**src/rtl/neuron_input_arbiter.sv**
```systemverilog
// neuron_input_arbiter
//   Round-robin arbiter sharing the bundled-data input channel of one asynchronous neuron among
//   N_REQ clocked spike sources. Each source talks four-phase req/ack with the arbiter; each grant
//   runs one complete four-phase transaction toward the neuron, with nrn_data held SETUP_CYC+1
//   cycles before nrn_req rises and nrn_ack brought in through a two-flop synchronizer.
//
//   Optional macro NRN_ACK_TIMEOUT_EN: adds an ack watchdog (TIMEOUT_CYC cycles in REQ_HI/REQ_LO)
//   that aborts the neuron handshake, releases the requester and sets the sticky err flag.
//   Without it err is tied low and the neuron handshake waits indefinitely.
//
// Ports
//   clk      clock
//   rst      synchronous reset, active-low
//   req_i    per-requester four-phase request
//   data_i   per-requester data, requester k at [k*DATA_W +: DATA_W]
//   ack_o    per-requester acknowledge (at most one bit high)
//   nrn_data data toward the neuron
//   nrn_req  request toward the neuron
//   nrn_ack  acknowledge from the neuron (asynchronous)
//   gnt_idx  index of the current or last granted requester
//   busy     high whenever the FSM is not idle
//   err      sticky ack-timeout flag
module neuron_input_arbiter #(
  parameter int unsigned N_REQ       = 4,
  parameter int unsigned DATA_W      = 1,
  parameter int unsigned SETUP_CYC   = 2,
  parameter int unsigned TIMEOUT_CYC = 64
) (
  input  logic                       clk,
  input  logic                       rst,
  input  logic [N_REQ-1:0]           req_i,
  input  logic [N_REQ*DATA_W-1:0]    data_i,
  output logic [N_REQ-1:0]           ack_o,
  output logic [DATA_W-1:0]          nrn_data,
  output logic                       nrn_req,
  input  logic                       nrn_ack,
  output logic [$clog2(N_REQ)-1:0]   gnt_idx,
  output logic                       busy,
  output logic                       err
);

  localparam int unsigned IdxW = $clog2(N_REQ);

  if (N_REQ < 2 || N_REQ > 16 || DATA_W < 1 || SETUP_CYC > 255 || TIMEOUT_CYC < 1)
  begin : g_bad_params
    $error("neuron_input_arbiter: parameter out of range");
  end

  typedef enum logic [2:0] {StIdle, StSetup, StReqHi, StReqLo, StDone} state_e;

  state_e                 state_q, state_d;
  logic                   ack_s1_q, ack_s_q;
  logic [7:0]             cnt_q, cnt_d;
  logic [IdxW-1:0]        ptr_q, ptr_d;
  logic [IdxW-1:0]        gnt_q, gnt_d;
  logic [N_REQ-1:0]       ack_q, ack_d;
  logic [DATA_W-1:0]      data_q, data_d;
  logic                   nrn_req_q, nrn_req_d;
  logic                   busy_q, busy_d;

  logic [DATA_W-1:0]      data_arr [N_REQ];
  logic                   any_cand;
  logic [IdxW-1:0]        win;

  for (genvar g = 0; g < N_REQ; g++) begin : g_data
    assign data_arr[g] = data_i[g*DATA_W +: DATA_W];
  end

  // Search ptr+1, ptr+2, ... wrapping at N_REQ; first pending, unacknowledged requester wins.
  always_comb begin
    logic [IdxW-1:0] k;
    any_cand = 1'b0;
    win      = '0;
    k        = ptr_q;
    for (int i = 0; i < int'(N_REQ); i++) begin
      k = (k == IdxW'(N_REQ - 1)) ? '0 : k + 1'b1;
      if (!any_cand && req_i[k] && !ack_q[k]) begin
        any_cand = 1'b1;
        win      = k;
      end
    end
  end

`ifdef NRN_ACK_TIMEOUT_EN
  localparam int unsigned WdW = $clog2(TIMEOUT_CYC + 1);
  logic [WdW-1:0] wdog_q, wdog_d;
  logic           err_q, err_d;
`endif

  always_comb begin
    state_d   = state_q;
    cnt_d     = cnt_q;
    ptr_d     = ptr_q;
    gnt_d     = gnt_q;
    ack_d     = ack_q;
    data_d    = data_q;
    nrn_req_d = nrn_req_q;
    busy_d    = busy_q;
`ifdef NRN_ACK_TIMEOUT_EN
    wdog_d    = wdog_q;
    err_d     = err_q;
`endif
    unique case (state_q)
      StIdle: begin
        if (any_cand) begin
          gnt_d   = win;
          data_d  = data_arr[win];
          cnt_d   = 8'(SETUP_CYC);
          busy_d  = 1'b1;
          state_d = StSetup;
        end
      end
      StSetup: begin
        if (cnt_q == 8'd0) begin
          nrn_req_d = 1'b1;
          state_d   = StReqHi;
        end else begin
          cnt_d = cnt_q - 8'd1;
        end
      end
      StReqHi: begin
        if (ack_s_q) begin
          nrn_req_d = 1'b0;
          state_d   = StReqLo;
        end
      end
      StReqLo: begin
        if (!ack_s_q) begin
          ack_d        = '0;
          ack_d[gnt_q] = 1'b1;
          state_d      = StDone;
        end
      end
      StDone: begin
        // Committed transaction: leave as soon as the granted requester is seen low.
        if (!req_i[gnt_q]) begin
          ack_d   = '0;
          ptr_d   = gnt_q;
          busy_d  = 1'b0;
          state_d = StIdle;
        end
      end
      default: state_d = StIdle;
    endcase
`ifdef NRN_ACK_TIMEOUT_EN
    // Leaving SETUP is the only way into REQ_HI, so clearing there covers entry.
    if (state_q == StSetup) begin
      wdog_d = '0;
    end else if (state_q == StReqHi || state_q == StReqLo) begin
      if (wdog_q == WdW'(TIMEOUT_CYC - 1)) begin
        nrn_req_d    = 1'b0;
        err_d        = 1'b1;
        ack_d        = '0;
        ack_d[gnt_q] = 1'b1;
        state_d      = StDone;
      end else begin
        wdog_d = wdog_q + 1'b1;
      end
    end
`endif
  end

  always_ff @(posedge clk) begin
    if (!rst) begin
      state_q   <= StIdle;
      ack_s1_q  <= 1'b0;
      ack_s_q   <= 1'b0;
      cnt_q     <= '0;
      ptr_q     <= IdxW'(N_REQ - 1);
      gnt_q     <= '0;
      ack_q     <= '0;
      data_q    <= '0;
      nrn_req_q <= 1'b0;
      busy_q    <= 1'b0;
`ifdef NRN_ACK_TIMEOUT_EN
      wdog_q    <= '0;
      err_q     <= 1'b0;
`endif
    end else begin
      state_q   <= state_d;
      ack_s1_q  <= nrn_ack;
      ack_s_q   <= ack_s1_q;
      cnt_q     <= cnt_d;
      ptr_q     <= ptr_d;
      gnt_q     <= gnt_d;
      ack_q     <= ack_d;
      data_q    <= data_d;
      nrn_req_q <= nrn_req_d;
      busy_q    <= busy_d;
`ifdef NRN_ACK_TIMEOUT_EN
      wdog_q    <= wdog_d;
      err_q     <= err_d;
`endif
    end
  end

  assign ack_o    = ack_q;
  assign nrn_data = data_q;
  assign nrn_req  = nrn_req_q;
  assign gnt_idx  = gnt_q;
  assign busy     = busy_q;
`ifdef NRN_ACK_TIMEOUT_EN
  assign err      = err_q;
`else
  assign err      = 1'b0;
`endif

endmodule

```
**config.mk**
```make
export PLATFORM = sky130hd
export DESIGN_NAME = neuron_input_arbiter
export DESIGN_NICKNAME = d
export VERILOG_FILES = /design/src/rtl/neuron_input_arbiter.sv
export SDC_FILE = /design/constraint.sdc
export NUM_CORES = 1
export LEC_CHECK = 0
export ABC_AREA = 1
export CAP_MARGIN = 20
export CORE_UTILIZATION = 45
export DETAILED_ROUTE_END_ITERATION = 12
export PLACE_DENSITY = 0.67
export SETUP_SLACK_MARGIN = 0.3
export SLEW_MARGIN = 20
export SYNTH_ARGS = -nofsm -noshare
export SYNTH_HDL_FRONTEND = slang
export SYNTH_SLANG_ARGS = --single-unit
```
**constraint.sdc**
```tcl
create_clock -name clk -period 3 [get_ports clk]
set_clock_uncertainty 0.15 [all_clocks]
set_input_delay 0.6 -clock clk [delete_from_list [all_inputs] [get_ports clk]]
set_output_delay 0.6 -clock clk [all_outputs]
set_load 0.03 [all_outputs]
```
==> flow_summary_export.csv, run 1 <==
group,metric,value,unit
outcome,status,"finished clean",
finish,drive_gt1_frac,0.1240,
timing,drv_slew,0,
clocking,cts_hold_buffers,0,
synth,synth_cells,236,
timing,fin_crit_sh,0.7735,
clocking,clock_latency,0.32,ns
clocking,clockRootBuffer,"clkbuf_4",
finish,final_cell_mix,"68 x nand2_1, 29 x inv_1, 25 x nand3_1, 24 x dfxtp_1, 21 x nor2_1",
synth,ys_seq_area_frac,0.3009,
setup_path,crit_type,"reg2out",
clocking,cts_tree,"built",
finish,antenna_cells,0,
timing,period_needed,2.321,ns
synth,async_reset_ff_frac,0,
power,peakVddDrop,580.5,uV
detailed_routing,drc_errors,0,
clocking,post_cts_resized,0,
setup_path,worst_setup_path_start_kind,"flip-flop",
global_route,grt_pass1_wl,5478,um
setup_path,cp_num_buf_inv,1,
detailed_routing,met1_length,1673,um
finish,instances_no_fill,304,
detailed_routing,drtIter0Drc,66,
finish,fin_nets,273,
finish,final_common_cell,"nand2_1",
timing,tns,0,ns
floorplanning,start_util,0.4747,
finish,syn2layout_area_growth,17.55,%
synth,synthFlopType,"dfxtp_1",
placement,numPortBuffers,19,
synth,synth_warnings,0,
job,drv_cap,0,
synth,syn-num-nets,250,
power,power.leakage,0.0008864,uW
global_route,grt.total_usage,0.1942,
setup_path,critPathRequiredTime,2.25,ns
detailed_routing,route.met2.wl,1638,um
synth,syn_area,1597,um^2
power,power_density,849.4,nW/um^2
timing,clock.fmax,0.4309,GHz
worst_hold_path,hp-class,"reg2reg",
floorplanning,die_area,3790,um^2
global_route,grt-ovfl-total,0,
detailed_routing,vias,1517,
clocking,path_clk_slew,0.14,ns
setup_path,critical_path.slowest_cell,"clkdlybuf4s50_1",
placement,dp.cells,300,
floorplanning,die_w,61.57,um
setup_path,cp_cell_sequence,"clkdlybuf4s50_1",
detailed_routing,ant_nets,0,
synth,synth-edff-count,0,
floorplanning,ios,21,
detailed_routing,wl_met3,101,um
global_route,antenna_found_initial,0,
detailed_routing,vias_per_cell,4.990,
detailed_routing,highest_layer,"met4",
synth,syn_area_per_cell,6.765,um^2
synth,yosys_register_bits,24,
clocking,clock-sinks,24,
clocking,cts_setup_buffers,0,
floorplanning,die-height,61.57,um
detailed_routing,firstDrtPassIters,4,
global_route,grt_pass1_vias,1315,
setup_path,critPathArrivalTime,1.57,ns
setup_path,end_kind,"output port",
global_route,grt_max_degree,14,
setup_path,crit_fanout,7,
clocking,cts_max_path_buffers,2,
floorplanning,fp.coreArea,3363,um^2
synth,synth.distinct_cells,35,
detailed_routing,wirelength,3440,um
placement,place_congestion,0.8321,
placement,hpwl,2753,um
timing,rsz0062_at_grt,"no",
setup_path,cpPeakStageDelay,0.74,ns
floorplanning,rows,21,
timing,hold_viol_final,0,
setup_path,cp_top_family,"buffers and inverters",
detailed_routing,routedWlPerCell,11.32,um
clocking,cts_buffers,3,
timing,setup_viol,0,
clocking,htreeDepth,1,
[synthesized netlist by cell type (all sizes together) (2+ instances only)]
| library cell | number | area share |
|---|---|---|
| o21ai | 3 | 0.0094 |
| o211ai | 2 | 0.0094 |
| a31oi | 2 | 0.0078 |
| nor2 | 23 | 0.060 |
| ha | 3 | 0.024 |
| nand4 | 5 | 0.020 |
| a21oi | 15 | 0.052 |
| o22ai | 2 | 0.0078 |
| nor3 | 5 | 0.029 |
| nand2 | 81 | 0.24 |
| clkbuf | 2 | 0.0047 |
| nand3 | 27 | 0.096 |
| dfxtp | 24 | 0.30 |
| xor2 | 3 | 0.016 |
| buf | 2 | 0.012 |
| xnor2 | 2 | 0.011 |
| inv | 30 | 0.075 |
[where the power goes]
part	switching [uW]	total, uW	internal (uW)
clock network	99.4	174	74.2
logic	570	936	366
registers	81.1	485	404
total	751	1590	843
[state kept, by name, indices dropped and copies added (netlist names), 2 cells and up]
name     cells
state_q      3
ptr_q        2
cnt_q        8
ack_o        4
gnt_idx      2
[cells by family (layout without fill, tap and decap cells)]
group	count (synthesis)	count (layout)	share of synthesized area
and+or+nand+nor	144	144	0.4632
buffers and inverters	34	56	0.09169
AOI/OAI and AO/OA	25	25	0.09090
DFF	24	24	0.3009
xor gates and xnor gates	5	5	0.02743
adders and majority gates	3	3	0.02351
other	1	1	0.002349
[through the flow]
stage / worst slack [ns] / total power (uW) / instance area (um^2) / hold slack, ns / utilization
after floorplan: 0.9837 / 1213 / 1597 / 0.2405 / -
after global placement: 0.4860 / 1416 / 1841 / 0.2417 / 0.5472
after detailed placement: 0.4697 / 1428 / 1841 / 0.2531 / 0.5472
after CTS: 0.6627 / 1606 / 1877 / 0.2805 / 0.5580
after global routing: 0.6246 / 1732 / 1877 / 0.3128 / 0.5580
final: 0.6794 / 1594 / 1877 / 0.2755 / 0.5580
[tightest hold or removal path, cell delays in order (launching register included)]
cell	delay [ns]
dfxtp_1	0.32
nand2_1	0.05
inv_1	0.03
[layer usage]
| layer | GRT usage | up-vias |
|---|---|---|
| met4 | 0.04762 | 0 |
| met2 | 0.3487 | 20 |
| li1 | - | 803 |
| met3 | 0.02521 | 4 |
| met5 | 0 | - |
| met1 | 0.2446 | 690 |
[cell type report]
cell class                      count  area [um^2]
Timing Repair Buffer               22        212.7
Fill cell                         352         1486
Sequential cell                    24        480.5
Tap cell                           46        57.56
Inverter                           30        120.1
Multi-Input combinational cell    178        969.7
Clock buffer                        4        36.28
[final timing paths]
kind	depth (start not counted)	start	end	slack, ns
hold reg to reg	2	ack_s1_q	ack_s_q	0.28
setup / recovery	1	gnt_idx[0]	gnt_idx[0]	0.68
hold / removal	2	ack_s1_q	ack_s_q	0.28
setup reg to reg	14	ptr_q[0]	cnt_q[1]	0.81
No activity file was read; power rests on OpenSTA's default activity.
==> inputs of run 2 (changes only) <==
==> constraint.sdc (replaced) <==
create_clock -name clk -period 2.15 [get_ports clk]
set_clock_uncertainty 0.15 [all_clocks]
set_input_delay 0.43 -clock clk [delete_from_list [all_inputs] [get_ports clk]]
set_output_delay 0.43 -clock clk [all_outputs]
set_load 0.03 [all_outputs]
==> run 2 against run 1 <==
  * Non-clock buffer count up 13
  * Worst setup slack got worse by 0.58 ns
  * Total power is 61% higher
  * Flip-flop and latch count is the same
  * Utilization is 7.4 points higher
  * Sequential power increased by 42%
  * Clock power is 87% higher
  * Count of clock-buffer cells in the layout decreased by 1
  * Sequential share of layout area down 2.8 points
  * Highest routed layer unchanged
==> flow_summary_export.csv, run 2 (synthesis results as in run 1) <==
group,metric,value,unit
setup_path,critPathArrivalTime,2.09,ns
finish,final_cell_mix,"59 x nand2_1, 27 x inv_1, 21 x dfxtp_1, 19 x nor2_1, 19 x nand3_1",
finish,final_area,2125,um^2
detailed_routing,vias,1555,
finish,syn2layout_area_growth,33.07,%
finish,antenna_cells,0,
finish,n_fill_cell,345,
setup_path,cpMostUsedCell,"nand2_2",
timing,setup_viol,0,
detailed_routing,wirelength,3730,um
worst_hold_path,hp-class,"reg2reg",
setup_path,r2r_slack,0.10,ns
global_route,grt_max_degree,15,
finish,utilization,0.6317,
clocking,htreeDepth,1,
floorplanning,die_w,61.57,um
global_route,antenna_found_initial,0,
setup_path,crit_fanout,7,
setup_path,worst_setup_path_start_kind,"flip-flop",
detailed_routing,drc_errors,0,
timing,clock.fmax,0.4885,GHz
global_route,grt_pass1_vias,1471,
floorplanning,rows,21,
finish,multi_input_area,1087,um^2
job,drv_cap,0,
clocking,cts_hold_buffers,0,
finish,fin_nets,287,
timing,fin_crit_sh,0.9521,
clocking,path_clk_slew,0.14,ns
placement,place_congestion,0.9123,
finish,largest_reg_flops,8,
clocking,cts_buffers,3,
finish,drive_gt1_frac,0.2574,
finish,final_common_cell,"nand2_1",
setup_path,critPathRequiredTime,2.20,ns
detailed_routing,drtIter0Drc,69,
setup_path,r2r_start,"ptr_q[0]",
placement,numPortBuffers,19,
detailed_routing,vias_per_cell,4.890,
power,power_density,1205,nW/um^2
worst_hold_path,hold_start,"ack_s1_q",
floorplanning,fp.coreArea,3363,um^2
power,power.leakage,0.001038,uW
detailed_routing,firstDrtPassIters,4,
setup_path,ff2ff_path_depth,14,
placement,hpwl,2803,um
finish,largest-register,"cnt_q",
global_route,grt-ovfl-total,0,
clocking,clock-sinks,24,
setup_path,crit_type,"reg2reg",
setup_path,cpPeakStageDelay,0.36,ns
clocking,clockRootBuffer,"clkbuf_4",
detailed_routing,routedWlPerCell,11.73,um
setup_path,critical_path.slowest_cell,"dfxtp_2",
setup_path,cp_cell_sequence,"ha_4 > inv_6 > nand2_2 > nand2_2 > nand2_2 > nand2_4 > nor2_4 > nand3_4 > nand2_4 > nand2_8 > nand2_8 > nand3_2 > o21ai_1 > nor2_1",
setup_path,worstReg2RegEnd,"cnt_q[1]",
floorplanning,ios,21,
setup_path,end_kind,"flip-flop",
global_route,grt.total_usage,0.2158,
floorplanning,start_util,0.4747,
outcome,status,"finished clean",
timing,period_needed,2.047,ns
detailed_routing,ant_nets,0,
power,peakVddDrop,763.1,uV
floorplanning,die_area,3790,um^2
timing,drv_slew,0,
clocking,cts_max_path_buffers,2,
clocking,cts_tree,"built",
worst_hold_path,hold_depth,2,
floorplanning,die-height,61.57,um
timing,hold_viol_final,0,
timing,rsz0062_at_grt,"yes",
placement,dpl-instance-area,1928,um^2
worst_hold_path,min_to,"ack_s_q",
clocking,clock_latency,0.32,ns
finish,seq_area,484.2,um^2
global_route,grt_pass1_wl,6051,um
## run 2: cell types whose count changed in the layout (fill, tap and decap cells not counted), sizes merged
cell	before	now
buf	3	16
bufinv	0	1
clkbuf	4	3
clkdlybuf4s50	19	9
dlygate4sd2	0	10
nand2	81	82
## run 2: cell type report
cell class / count / share of cell area
multi-input cells: 179 / 0.5118
flip-flops and latches: 24 / 0.2279
repair buffers: 35 / 0.1496
inverters: 30 / 0.05889
well taps: 46 / 0.02709
clock inverters: 1 / 0.01413
clock buffers: 3 / 0.01060
## run 2: power by group
| part | total (uW) | switching [uW] | internal (uW) |
|---|---|---|---|
| Combinational | 1550 | 910 | 637 |
| Sequential | 687 | 122 | 565 |
| Clock | 325 | 137 | 188 |
| Total | 2560 | 1170 | 1390 |
## run 2: how the worst max path moves through the flow
stage / from / end / cells after the start
4_1_cts: ptr_q[0] / cnt_q[1] / 14
3_3_place_gp: req_i[0] / nrn_data / 15
6_report: ptr_q[0] / cnt_q[1] / 14
3_5_place_dp: req_i[2] / nrn_data / 15
2_1_floorplan: ptr_q[0] / cnt_q[1] / 14
5_1_grt: ptr_q[0] / cnt_q[1] / 14
## run 2: stage by stage
step                 TNS (ns)  hold slack, ns  total power, uW  setup WS [ns]  instances
finish                      0          0.2758             2559         0.1029        318
global route        -0.003554          0.3097             2788      -0.003554        318
CTS                         0          0.2813             2542         0.1276        317
detailed placement     -2.093          0.2529             2119        -0.1926        307
global placement       -1.577          0.2497             2111        -0.1771        307
floorplan                   0          0.2405             1713         0.2428        236
## run 2: repair_timing
action,in CTS,in global routing
setup endpoints to repair,26,18
pin swaps,16,14
gates cloned,1,0
resized for setup,32,6
setup buffers,5,1
hold endpoints to repair,0,0
## run 2: worst max-delay path, delay by kind of cell, from the launching register on
family / cells / cell delay, ns
AND/OR/NAND/NOR: 11 / 0.97
flip-flops: 1 / 0.36
adder cells (fa/ha/maj): 1 / 0.31
AO/OA/AOI/OAI: 1 / 0.07
buffers and inverters: 1 / 0.05
## run 2: per-layer routing
metal  global-route usage  share of wire
met5                    0              0
met4              0.08889          0.018
met2               0.3840           0.49
met1               0.2596           0.48
met3              0.02941          0.017
==> inputs of run 3 (changes only) <==
--- a/config.mk
+++ b/config.mk
@@ -6,9 +6,9 @@
 export NUM_CORES = 1
 export LEC_CHECK = 0
 export ABC_AREA = 1
-export CAP_MARGIN = 20
 export CORE_UTILIZATION = 45
 export DETAILED_ROUTE_END_ITERATION = 12
+export GPL_TIMING_DRIVEN = 1
 export PLACE_DENSITY = 0.67
 export SETUP_SLACK_MARGIN = 0.3
 export SLEW_MARGIN = 20
==> results of run 3 <==
No change in the layout: final DEF, timing and power equal those of run 2.
